--- config.mk ---
export PLATFORM = sky130hd
export DESIGN_NAME = nibble_serial_adder
export DESIGN_NICKNAME = d
export VERILOG_FILES = /design/src/rtl/nibble_serial_adder.sv
export SDC_FILE = /design/constraint.sdc
export NUM_CORES = 1
export LEC_CHECK = 0
export CAP_MARGIN = 20
export CORE_ASPECT_RATIO = 1.4
export CORE_MARGIN = 4
export CORE_UTILIZATION = 44
export DETAILED_ROUTE_END_ITERATION = 6
export MAX_ROUTING_LAYER = met4
export PLACE_DENSITY = 0.77
export RECOVER_POWER = 25
export SKIP_LAST_GASP = 1
export SLEW_MARGIN = 10
export SYNTH_ARGS = -nofsm -noshare
export SYNTH_HDL_FRONTEND = slang
export SYNTH_SLANG_ARGS = --single-unit
--- constraint.sdc ---
create_clock -name clk -period 2.5 [get_ports clk]
set_input_delay 0.5 -clock clk [delete_from_list [all_inputs] [get_ports clk]]
set_output_delay 0.5 -clock clk [all_outputs]
set_load 0.1 [all_outputs]
--- src/rtl/nibble_serial_adder.sv ---
// Wide adder that reuses one external 4-bit adder, one nibble per clock, LSB nibble first.
// Latency: done is high in the cycle after edge NIBBLES counted from the accepted start; one result per NIBBLES+1 cycles.
// Backpressure: none; start is accepted only in IDLE or DONE and ignored while busy.
//
// Ports:
//   clk, rst            rising-edge clock, synchronous active-high reset
//   start/opa/opb/cin   request and operands, sampled on the accepting edge
//   busy/done           busy while nibbles are added; done pulses for one cycle
//   sum/cout/ovf        result, carry-out and two's-complement overflow, valid from done
//   fa_a/fa_b/fa_cin    drive the external 4-bit adder (zero outside RUN)
//   fa_s/fa_cout        results from the external 4-bit adder
module nibble_serial_adder #(
  parameter int NIBBLES = 4
) (
  input  logic                 clk,
  input  logic                 rst,
  input  logic                 start,
  input  logic [4*NIBBLES-1:0] opa,
  input  logic [4*NIBBLES-1:0] opb,
  input  logic                 cin,
  output logic                 busy,
  output logic                 done,
  output logic [4*NIBBLES-1:0] sum,
  output logic                 cout,
  output logic                 ovf,
  output logic [3:0]           fa_a,
  output logic [3:0]           fa_b,
  output logic                 fa_cin,
  input  logic [3:0]           fa_s,
  input  logic                 fa_cout
);

  localparam int W  = 4 * NIBBLES;
  localparam int IW = (NIBBLES > 1) ? $clog2(NIBBLES) : 1;
  localparam logic [IW-1:0] LAST = IW'(NIBBLES - 1);

  typedef enum logic [1:0] {S_IDLE, S_RUN, S_DONE} state_t;

  state_t          state;
  logic [IW-1:0]   idx;
  logic            carry_r;
  logic [W-1:0]    opa_r;
  logic [W-1:0]    opb_r;
  logic [IW+1:0]   bit_lo;
  logic            in_run;

  // Bit offset of the current nibble; adder inputs come from registers only,
  // so there is no combinational path from start/opa/opb or from fa_cout.
  assign bit_lo = {idx, 2'b00};
  assign in_run = (state == S_RUN);
  assign fa_a   = in_run ? opa_r[bit_lo +: 4] : 4'h0;
  assign fa_b   = in_run ? opb_r[bit_lo +: 4] : 4'h0;
  assign fa_cin = in_run ? carry_r : 1'b0;

  always_ff @(posedge clk) begin
    if (rst) begin
      state   <= S_IDLE;
      busy    <= 1'b0;
      done    <= 1'b0;
      sum     <= '0;
      cout    <= 1'b0;
      ovf     <= 1'b0;
      idx     <= '0;
      carry_r <= 1'b0;
      opa_r   <= '0;
      opb_r   <= '0;
    end else begin
      case (state)
        S_IDLE, S_DONE: begin
          done <= 1'b0;
          if (start) begin
            opa_r   <= opa;
            opb_r   <= opb;
            carry_r <= cin;
            idx     <= '0;
            busy    <= 1'b1;
            state   <= S_RUN;
          end else begin
            state <= S_IDLE;
          end
        end
        S_RUN: begin
          sum[bit_lo +: 4] <= fa_s;
          carry_r          <= fa_cout;
          if (idx == LAST) begin
            cout  <= fa_cout;
            // Overflow: operands share a sign but the top result bit differs from it.
            ovf   <= (opa_r[W-1] == opb_r[W-1]) && (fa_s[3] != opa_r[W-1]);
            busy  <= 1'b0;
            done  <= 1'b1;
            idx   <= '0;
            state <= S_DONE;
          end else begin
            idx <= idx + 1'b1;
          end
        end
        default: state <= S_IDLE;
      endcase
    end
  end

endmodule


== After elaboration in Yosys (flattened, before gate mapping) ==
Index checks and enable logic that the tools add are counted.

* Bits in registers: 57
* Bits of input ports: 41
* Output and inout bits: 29
* Word-level logic and storage cells: 49

* $add $sub $neg: 2
* Eq/ne operators: 7
* Shift-type cells: 4
* Multiplexer cells: 17
* Reduce and logical (&&, ||, !) cells: 9

{| class="wikitable"
|+ Operators with widths
! kind !! count
|-
| $shiftx A16 B5 Y4 || 2
|-
| $bwmux W16 || 1
|-
| $shift A4 B6 Y16 const A || 1
|-
| $shiftx A4 B6 Y16 || 1
|-
| $mux W4 || 2
|-
| $pmux W2 S2 || 2
|-
| $reduce_and A2 Y1 || 4
|-
| $mux W1 || 6
|-
| $mux W2 || 3
|-
| $neg A4 Y6 || 1
|-
| $pmux W1 S2 || 3
|-
| $eq A2 B2 Y1 const B || 2
|-
| $reduce_and A3 Y1 || 1
|-
| $add A2 B1 Y2 const B || 1
|-
| $eq A2 B1 Y1 const B || 1
|-
| $logic_not A2 Y1 || 1
|-
| $ne A2 B1 Y1 const B || 1
|-
| $ne A2 B2 Y1 const B || 1
|-
| $reduce_bool A2 Y1 || 1
|-
| $reduce_or A2 Y1 || 1
|-
| $eq A1 B1 Y1 || 1
|-
| $logic_and A1 B1 Y1 || 1
|-
| $ne A1 B1 Y1 || 1
|}

== Depth between registers and ports, before layout ==
Gate-level depths: netlist of run 1.

* Depth after elaboration: 4
* Mapped depth: 8
* Depth with buffers taken out: 5

== Worst setup path before layout of run 1 ==
Ideal clock, no wire load.

* Path kind: reg2out
* Start point: reg idx[0]
* End point: out fa_b[2]
* Data arrival time: 2163 ps
* Required time: 2000 ps
* Path slack: -163 ps
* Cell stages (with the launch flop): 5
* Buffers on the path: 2
* Cell sequence: dfxtp_1 -> buf_6 -> buf_6 -> mux4_2 -> nor2b_1

* Longest elaborated chain between the ends: 2

{| class="wikitable"
|+ Ends and longest elaborated chain
! element !! line !! text
|-
| start, declared || 40 || <nowiki>logic [IW-1:0] idx;</nowiki>
|-
| start signal, assigned || 94 || <nowiki>idx <= idx + 1'b1;</nowiki>
|-
| $shiftx A16 B5 Y4 || 52 || <nowiki>assign fa_b = in_run ? opb_r[bit_lo +: 4] : 4'h0;</nowiki>
|-
| $mux W4 || 52 ||
|-
| end, declared || 27 || <nowiki>output logic [3:0] fa_b,</nowiki>
|}

No other way between the ends.

== Worst setup path in the final report of run 1 ==
* Start point: reg idx[0]
* End point: out fa_b[0]

The elaborated chain is that of the path after synthesis.

==> reports/results.tsv, run 1 <==
stage	metric	value	unit
global_routing	globalRouteOverflowTotal	0	
power	switching_power	0.000587	W
logic_synthesis	synth_common_cells	nand2_1 (77), dfxtp_1 (57), a21oi_1 (48), nand4_1 (10), nor2_1 (9)	
sta	max_freq	0.430	GHz
worst_setup_path	cp_max_fo	16	
logic_synthesis	synth-seq-area-share	0.448	
worst_setup_path	arrival	1.83	ns
cells_and_area	area_delta_synth_final	34.4	%
floorplanning	io_pins	70	
power	sw_frac_of_total	0.279	
run	cap_viol_max_count	0	
clock_network	cts_setup_buffers	0	
global_routing	grt.total_usage	0.190	
clock_network	cts.sink_count	57	
place	routabilityCongestion	0.779	
floorplanning	die_area	7080	um^2
logic_synthesis	netlist.top_cell.by_area	dfxtp_1	
min_path	min_path_type	flip-flop to flip-flop	
worst_setup_path	path_class	flip-flop to output port	
sta	slew_violations	0	
clock_network	cts_tree	built	
logic_synthesis	syn_inst	288	
sta	rsz0062_at_grt	false	
place	dpl.hpwl	4540	um
global_routing	grt_pass1_vias	2126	
sta	finalCritPeriodShare	0.931	
worst_setup_path	endpoint_kind	output port	
floorplanning	num_rows	32	
logic_synthesis	syn-mean-instance-area	8.84	um^2
sta	min_period	2.33	ns
logic_synthesis	synth_edf_count	0	
power	peakVddDrop	0.348	mV
detailed_routing	route.vias.total	2235	
sta	slew_headroom	0.215	
cells_and_area	diodes	0	
worst_setup_path	startpoint	idx[0]$_SDFFE_PP0P_	
clock_network	clock_latency	0.33	ns
clock_network	htreeDepth	3	
worst_setup_path	regToRegSetupSlack	0.53	ns
logic_synthesis	synth_cell_types	30	
floorplanning	die_w	72.3	um
cells_and_area	num-fill-cells	504	
detailed_routing	drtIter0Drc	132	
worst_setup_path	endpoint	fa_b[0]	
floorplanning	core	5570	um^2
cells_and_area	fin_util	0.615	
power	seq_power_share	0.465	
sta	setup_viol	0	
clock_network	cts-root-buf	clkbuf_8	
worst_setup_path	required	2.00	ns
logic_synthesis	synth.most_common_cell	nand2_1	
global_routing	grt_max_degree	28	
worst_setup_path	r2r_cells	6	
global_routing	antenna_found_initial	0	
place	numPortBuffers	69	
detailed_routing	drt-wirelength-per-cell	14.6	um
sta	tightest_slew	1.18	ns
sta	skew	0.00798	ns
logic_synthesis	synthFlopType	dfxtp_1	
clock_network	cts_buffers	9	
worst_setup_path	r2r_end	sum[6]$_SDFFE_PP0P_	
power	clock_power_share	0.361	
power	p_per_area	615	nW/um^2
power	pwr-share-comb	0.175	
detailed_routing	wl	6240	um
worst_setup_path	r2r_start	idx[0]$_SDFFE_PP0P_	
detailed_routing	ant_nets	0	
detailed_routing	route.detailed.drc	0	
detailed_routing	first_pass_iters	4	
clock_network	ctsHoldBuffers	0	
logic_synthesis	ys_async_sr_fraction	0	
outcome	status	completed	
logic_synthesis	synth_top_area_frac	0.448	
logic_synthesis	syn-num-nets	334	
power	p_leak	1.25	nW
power	p_int	0.00152	W
logic_synthesis	syn-cell-area	2550	um^2
clock_network	clk_path_buf_depth	2	
worst_setup_path	critPathLaunchType	flip-flop	
cells_and_area	drive_gt1_frac	0.167	
clock_network	cts_resized	0	
global_routing	grt_first_pass_wirelength	10100	um
floorplanning	start_util	0.458	
logic_synthesis	ys_warn_count	0	
clock_network	path_clk_slew	0.06	ns
logic_synthesis	synth-seq-cells	57	
detailed_routing	viasPerCell	5.22	
cells_and_area	fin_nets	401	
sta	fin_tns_setup	0	ns
floorplanning	die_h	98.0	um
sta	final_hold_viol_count	0	
logic_synthesis	synth_area_leaders	dfxtp_1 (45%), nand2_1 (11%), a21oi_1 (9.4%), mux4_2 (7.1%), ha_1 (2.5%)	
power groups by stage:
| stage | Clock [W] | Sequential, W | Combinational (W) |
|---|---|---|---|
| 2_1_floorplan | 0 | 0.00102 | 0.000218 |
| 3_3_place_gp | 0 | 0.000995 | 0.000367 |
| 3_5_place_dp | 0 | 0.000997 | 0.000373 |
| 4_1_cts | 0.000777 | 0.000978 | 0.000374 |
| 5_1_grt | 0.000826 | 0.000982 | 0.000395 |
| 6_report | 0.000759 | 0.000978 | 0.000368 |
state kept, by name, indices dropped and copies added, names as in the netlist:
signal	flops
sum	16
carry_r	1
idx	2
ovf	1
state	2
done	1
cout	1
busy	1
opa_r	16
opb_r	16
metrics by stage:
step           worst slack (ns)  area (um^2)  hold slack, ns  instances  total power [W]
6_report                  0.174         3420           0.451        428          0.00210
3_3_place_gp              0.548         3300           0.440        412          0.00136
4_1_cts                   0.140         3470           0.455        428          0.00213
5_1_grt                  0.0832         3420           0.472        428          0.00220
2_1_floorplan            0.0302         2560           0.433        288          0.00124
3_5_place_dp              0.512         3300           0.447        412          0.00137
cells by family (layout without fill, tap and decap cells):
logic type	after synthesis	in the layout	share of synthesized area
and+or+nand+nor	137	137	0.279
adders and majority gates	5	5	0.0246
muxes	8	8	0.0708
AOI/OAI and AO/OA	56	56	0.114
buffers and inverters	25	97	0.0639
DFF	57	57	0.448
routing by layer:
layer,GRT usage,share of wire
met1,0.203,0.38
met2,0.315,0.53
met3,0.0577,0.062
met4,0.0868,0.019
met5,-,0
worst min-delay path by stage:
| stage | slack (ns) | endpoint | from | cells past startpoint |
|---|---|---|---|---|
| 2_1_floorplan | 0.43 | opa_r[10]$_SDFFE_PP0P_ | opa_r[10]$_SDFFE_PP0P_ | 2 |
| 3_3_place_gp | 0.44 | opa_r[10]$_SDFFE_PP0P_ | opa_r[10]$_SDFFE_PP0P_ | 2 |
| 3_5_place_dp | 0.45 | sum[14]$_SDFFE_PP0P_ | sum[14]$_SDFFE_PP0P_ | 2 |
| 4_1_cts | 0.45 | opb_r[9]$_SDFFE_PP0P_ | opb_r[9]$_SDFFE_PP0P_ | 2 |
| 5_1_grt | 0.47 | opa_r[12]$_SDFFE_PP0P_ | opa_r[12]$_SDFFE_PP0P_ | 2 |
| 6_report | 0.45 | sum[12]$_SDFFE_PP0P_ | sum[12]$_SDFFE_PP0P_ | 2 |
cells in the final DEF (no fill, tap or decap):
master	count
and2b_1	1
nor3b_2	1
nand4_1	10
ha_1	5
dfxtp_1	57
nor2b_2	5
buf_12	10
dlygate4sd3_1	1
clkbuf_8	11
nor4b_1	1
clkbuf_1	15
clkinv_2	3
nor2_2	1
o21a_1	1
nand3_1	7
nand2_1	77
buf_4	15
nor4b_4	1
buf_2	1
nand2b_4	1
nor2_1	9
mux4_2	8
nor2b_1	1
inv_1	3
o21ai_0	4
nor2b_4	3
a211oi_1	1
nand3b_1	6
a311oi_1	1
clkdlybuf4s50_1	38
nor3_1	1
a21oi_1	48
and3b_1	5
nand2b_1	7
a31oi_1	1
area by class of cell:
class                   count  area [um^2]  area share
well taps                  68         85.1      0.0249
flip-flops and latches     57         1140       0.333
inverters                   3         11.3     0.00329
clock inverters             3         15.0     0.00439
multi-input cells         206         1250       0.367
repair buffers             78          757       0.221
clock buffers              13          159      0.0464
worst max-delay path, cell delays in order, from the launching register on:
cell	delay (ns)
dfxtp_1	0.50
buf_4	0.31
mux4_2	0.32
nor2b_2	0.19
buf_12	0.17
Note: power is estimated with default switching activity, not from simulation.
==> run 2: changes to the inputs <==
--- a/config.mk
+++ b/config.mk
@@ -6,12 +6,14 @@
 export NUM_CORES = 1
 export LEC_CHECK = 0
 export CAP_MARGIN = 20
+export CELL_PAD_IN_SITES_DETAIL_PLACEMENT = 0
+export CELL_PAD_IN_SITES_GLOBAL_PLACEMENT = 1
 export CORE_ASPECT_RATIO = 1.4
 export CORE_MARGIN = 4
-export CORE_UTILIZATION = 44
+export CORE_UTILIZATION = 38
 export DETAILED_ROUTE_END_ITERATION = 6
 export MAX_ROUTING_LAYER = met4
-export PLACE_DENSITY = 0.77
+export PLACE_DENSITY = 0.88
 export RECOVER_POWER = 25
 export SKIP_LAST_GASP = 1
 export SLEW_MARGIN = 10
==> run 2 against run 1 <==
  * Via count down 0.94%
  * Non-clock buffer count shrank 2
  * Flip-flop and latch count stayed put
  * Critical endpoint is now fa_b[2]
  * Final cell count rose by 0.93%
  * Highest routed layer unchanged
  * Sequential power about the same
  * Count of clock-buffer cells in the layout down 3
  * Cell area shrank 1.2%
  * Wire length is 1.6% higher
  * Largest power group unchanged
  * Core utilization fell by 10 points
  * Sequential share of layout area grew 0.42 points
==> reports/results.tsv, run 2 (synthesized netlist as in run 1, its figures left out) <==
stage	metric	value	unit	change
outcome	status	completed		
place	numPortBuffers	69		unchanged
clock_network	htreeDepth	3		unchanged
sta	fin_tns_setup	0	ns	unchanged
detailed_routing	topRoutingLayerUsed	met4		
global_routing	antenna_found_initial	0		unchanged
sta	final_hold_viol_count	0		unchanged
worst_setup_path	arrival	1.87	ns	+0.04 ns
global_routing	grt_first_pass_wirelength	10100	um	-0.21%
run	cap_viol_max_count	0		unchanged
detailed_routing	viasPerCell	5.13		-1.9%
power	peakVddDrop	0.303	mV	-13%
worst_setup_path	path_cells	buf_4, mux4_2, nor2b_2, buf_12		
sta	rsz0062_at_grt	false		
sta	slew_headroom	0.213		-0.00124
detailed_routing	route.detailed.drc	0		unchanged
detailed_routing	met2_length	3240	um	-2.7%
global_routing	grt_pass1_vias	2153		+1.3%
detailed_routing	wl_met1	2620	um	+8.8%
power	p_per_area	624	nW/um^2	+1.5%
global_routing	grt.total_usage	0.162		-0.0275
cells_and_area	finalNonFillerCells	432		+0.93%
floorplanning	die_w	77.2	um	+6.8%
floorplanning	start_util	0.388		-0.0699
cells_and_area	area_delta_synth_final	32.8	%	
clock_network	clock_latency	0.33	ns	about the same
min_path	min_path_type	flip-flop to flip-flop		
worst_setup_path	cp_max_fo	16		unchanged
floorplanning	io_pins	70		unchanged
worst_setup_path	endpoint_kind	output port		
clock_network	cts_buffers	9		unchanged
cells_and_area	most-common-layout-cells	nand2_1 (77), dfxtp_1 (57), a21oi_1 (48)		
sta	finalCritPeriodShare	0.949		+0.0184
clock_network	cts_tree	built		
power	p_leak	1.19	nW	-4.9%
place	dpl.cell_count	416		+0.97%
worst_setup_path	crit_slowest_cell	dfxtp_1		
sta	setup_viol	0		unchanged
sta	max_freq	0.422	GHz	-1.9%
clock_network	path_clk_slew	0.08	ns	+0.02 ns
floorplanning	die_h	105	um	+7.0%
clock_network	cts_resized	0		unchanged
clock_network	cts-root-buf	clkbuf_8		
floorplanning	core	6570	um^2	+18%
clock_network	cts_setup_buffers	0		unchanged
place	dp_slack	0.479	ns	-0.0329 ns
power	design_power_total	0.00211	W	+0.23%
sta	skew	0.0112	ns	+0.00322 ns
worst_setup_path	critPathLaunchType	flip-flop		
sta	timing.final.ws_setup	0.128	ns	-0.0459 ns
cells_and_area	diodes	0		unchanged
sta	slew_violations	0		unchanged
detailed_routing	ant_nets	0		unchanged
clock_network	clk_path_buf_depth	2		unchanged
detailed_routing	drt-wirelength-per-cell	14.7	um	+0.63%
worst_setup_path	cp_slowest_stage_delay	0.53	ns	+0.03 ns
worst_setup_path	required	2.00	ns	about the same
detailed_routing	route.vias.total	2214		-0.94%
place	dpl.hpwl	4550	um	+0.28%
floorplanning	die_area	8090	um^2	+14%
place	routabilityCongestion	0.793		+1.7%
detailed_routing	first_pass_iters	4		unchanged
detailed_routing	wl	6340	um	+1.6%
sta	tightest_slew	1.19	ns	+0.00187 ns
worst_setup_path	path_class	flip-flop to output port		
detailed_routing	wl_met3	288	um	-26%
cells_and_area	fin_nets	399		-0.50%
clock_network	cts.sink_count	57		unchanged
sta	min_period	2.37	ns	+0.0459 ns
global_routing	grt_max_degree	31		+11%
floorplanning	num_rows	35		+9.4%
global_routing	globalRouteOverflowTotal	0		unchanged
detailed_routing	drtIter0Drc	147		+11%
clock_network	ctsHoldBuffers	0		unchanged
cells_and_area	drive_gt1_frac	0.145		-0.0214
cells_and_area	num-fill-cells	652		+29%
cells_and_area	layout_commonest_cell	nand2_1		
cells_and_area	top_regs	opa_r: 16 flops, opb_r: 16 flops, sum: 16 flops		
[run 2: cell count changes in the layout (fill, tap and decap cells not counted), moves of 2 or more]
cell | before | now
clkinv_2 | 3 | 1
clkbuf_1 | 15 | 21
clkinvlp_4 | 0 | 4
buf_4 | 15 | 6
[run 2: per-layer routing]
layer  up-vias  track usage
li1       1111            -
met1      1032        0.173
met2        57        0.270
met3        14       0.0405
met4         0       0.0941
met5         -            -
[run 2: through the flow]
stage	hold WS (ns)	cell area, um^2	util
after floorplan	0.433	2560	-
after global placement	0.440	3280	0.499
after detailed placement	0.445	3280	0.499
after CTS	0.454	3460	0.527
after global routing	0.473	3380	0.515
final	0.453	3380	0.515
[run 2: worst paths after layout]
kind | from | end | slack [ns] | depth (start not counted)
worst min register to register | opb_r[9]$_SDFFE_PP0P_ | opb_r[9]$_SDFFE_PP0P_ | 0.45 | 2
worst max register to register | idx[0]$_SDFFE_PP0P_ | sum[4]$_SDFFE_PP0P_ | 0.45 | 6
worst min-delay path | opb_r[9]$_SDFFE_PP0P_ | opb_r[9]$_SDFFE_PP0P_ | 0.45 | 2
worst max-delay path | idx[0]$_SDFFE_PP0P_ | fa_b[2] | 0.13 | 4
[run 2: layout make-up]
class | count | area, um^2 | share of cell area
multi-input combinational | 206 | 1250 | 0.371
sequential | 57 | 1140 | 0.338
timing repair buffer | 76 | 699 | 0.207
clock buffer | 10 | 138 | 0.0407
tap | 74 | 92.6 | 0.0274
clock inverter | 6 | 43.8 | 0.0130
inverter | 3 | 11.3 | 0.00333
[run 2: where the power goes]
part / internal (W) / switching, W
Combinational: 0.000152 / 0.000206
Sequential: 0.000949 / 0.0000308
Clock: 0.000385 / 0.000386
[run 2: worst max-delay path: cells and delay by family, from the launching register on]
family,cells,cell delay (ns)
mux,1,0.32
simple gates,1,0.18
flops,1,0.53
buf+inv,2,0.49
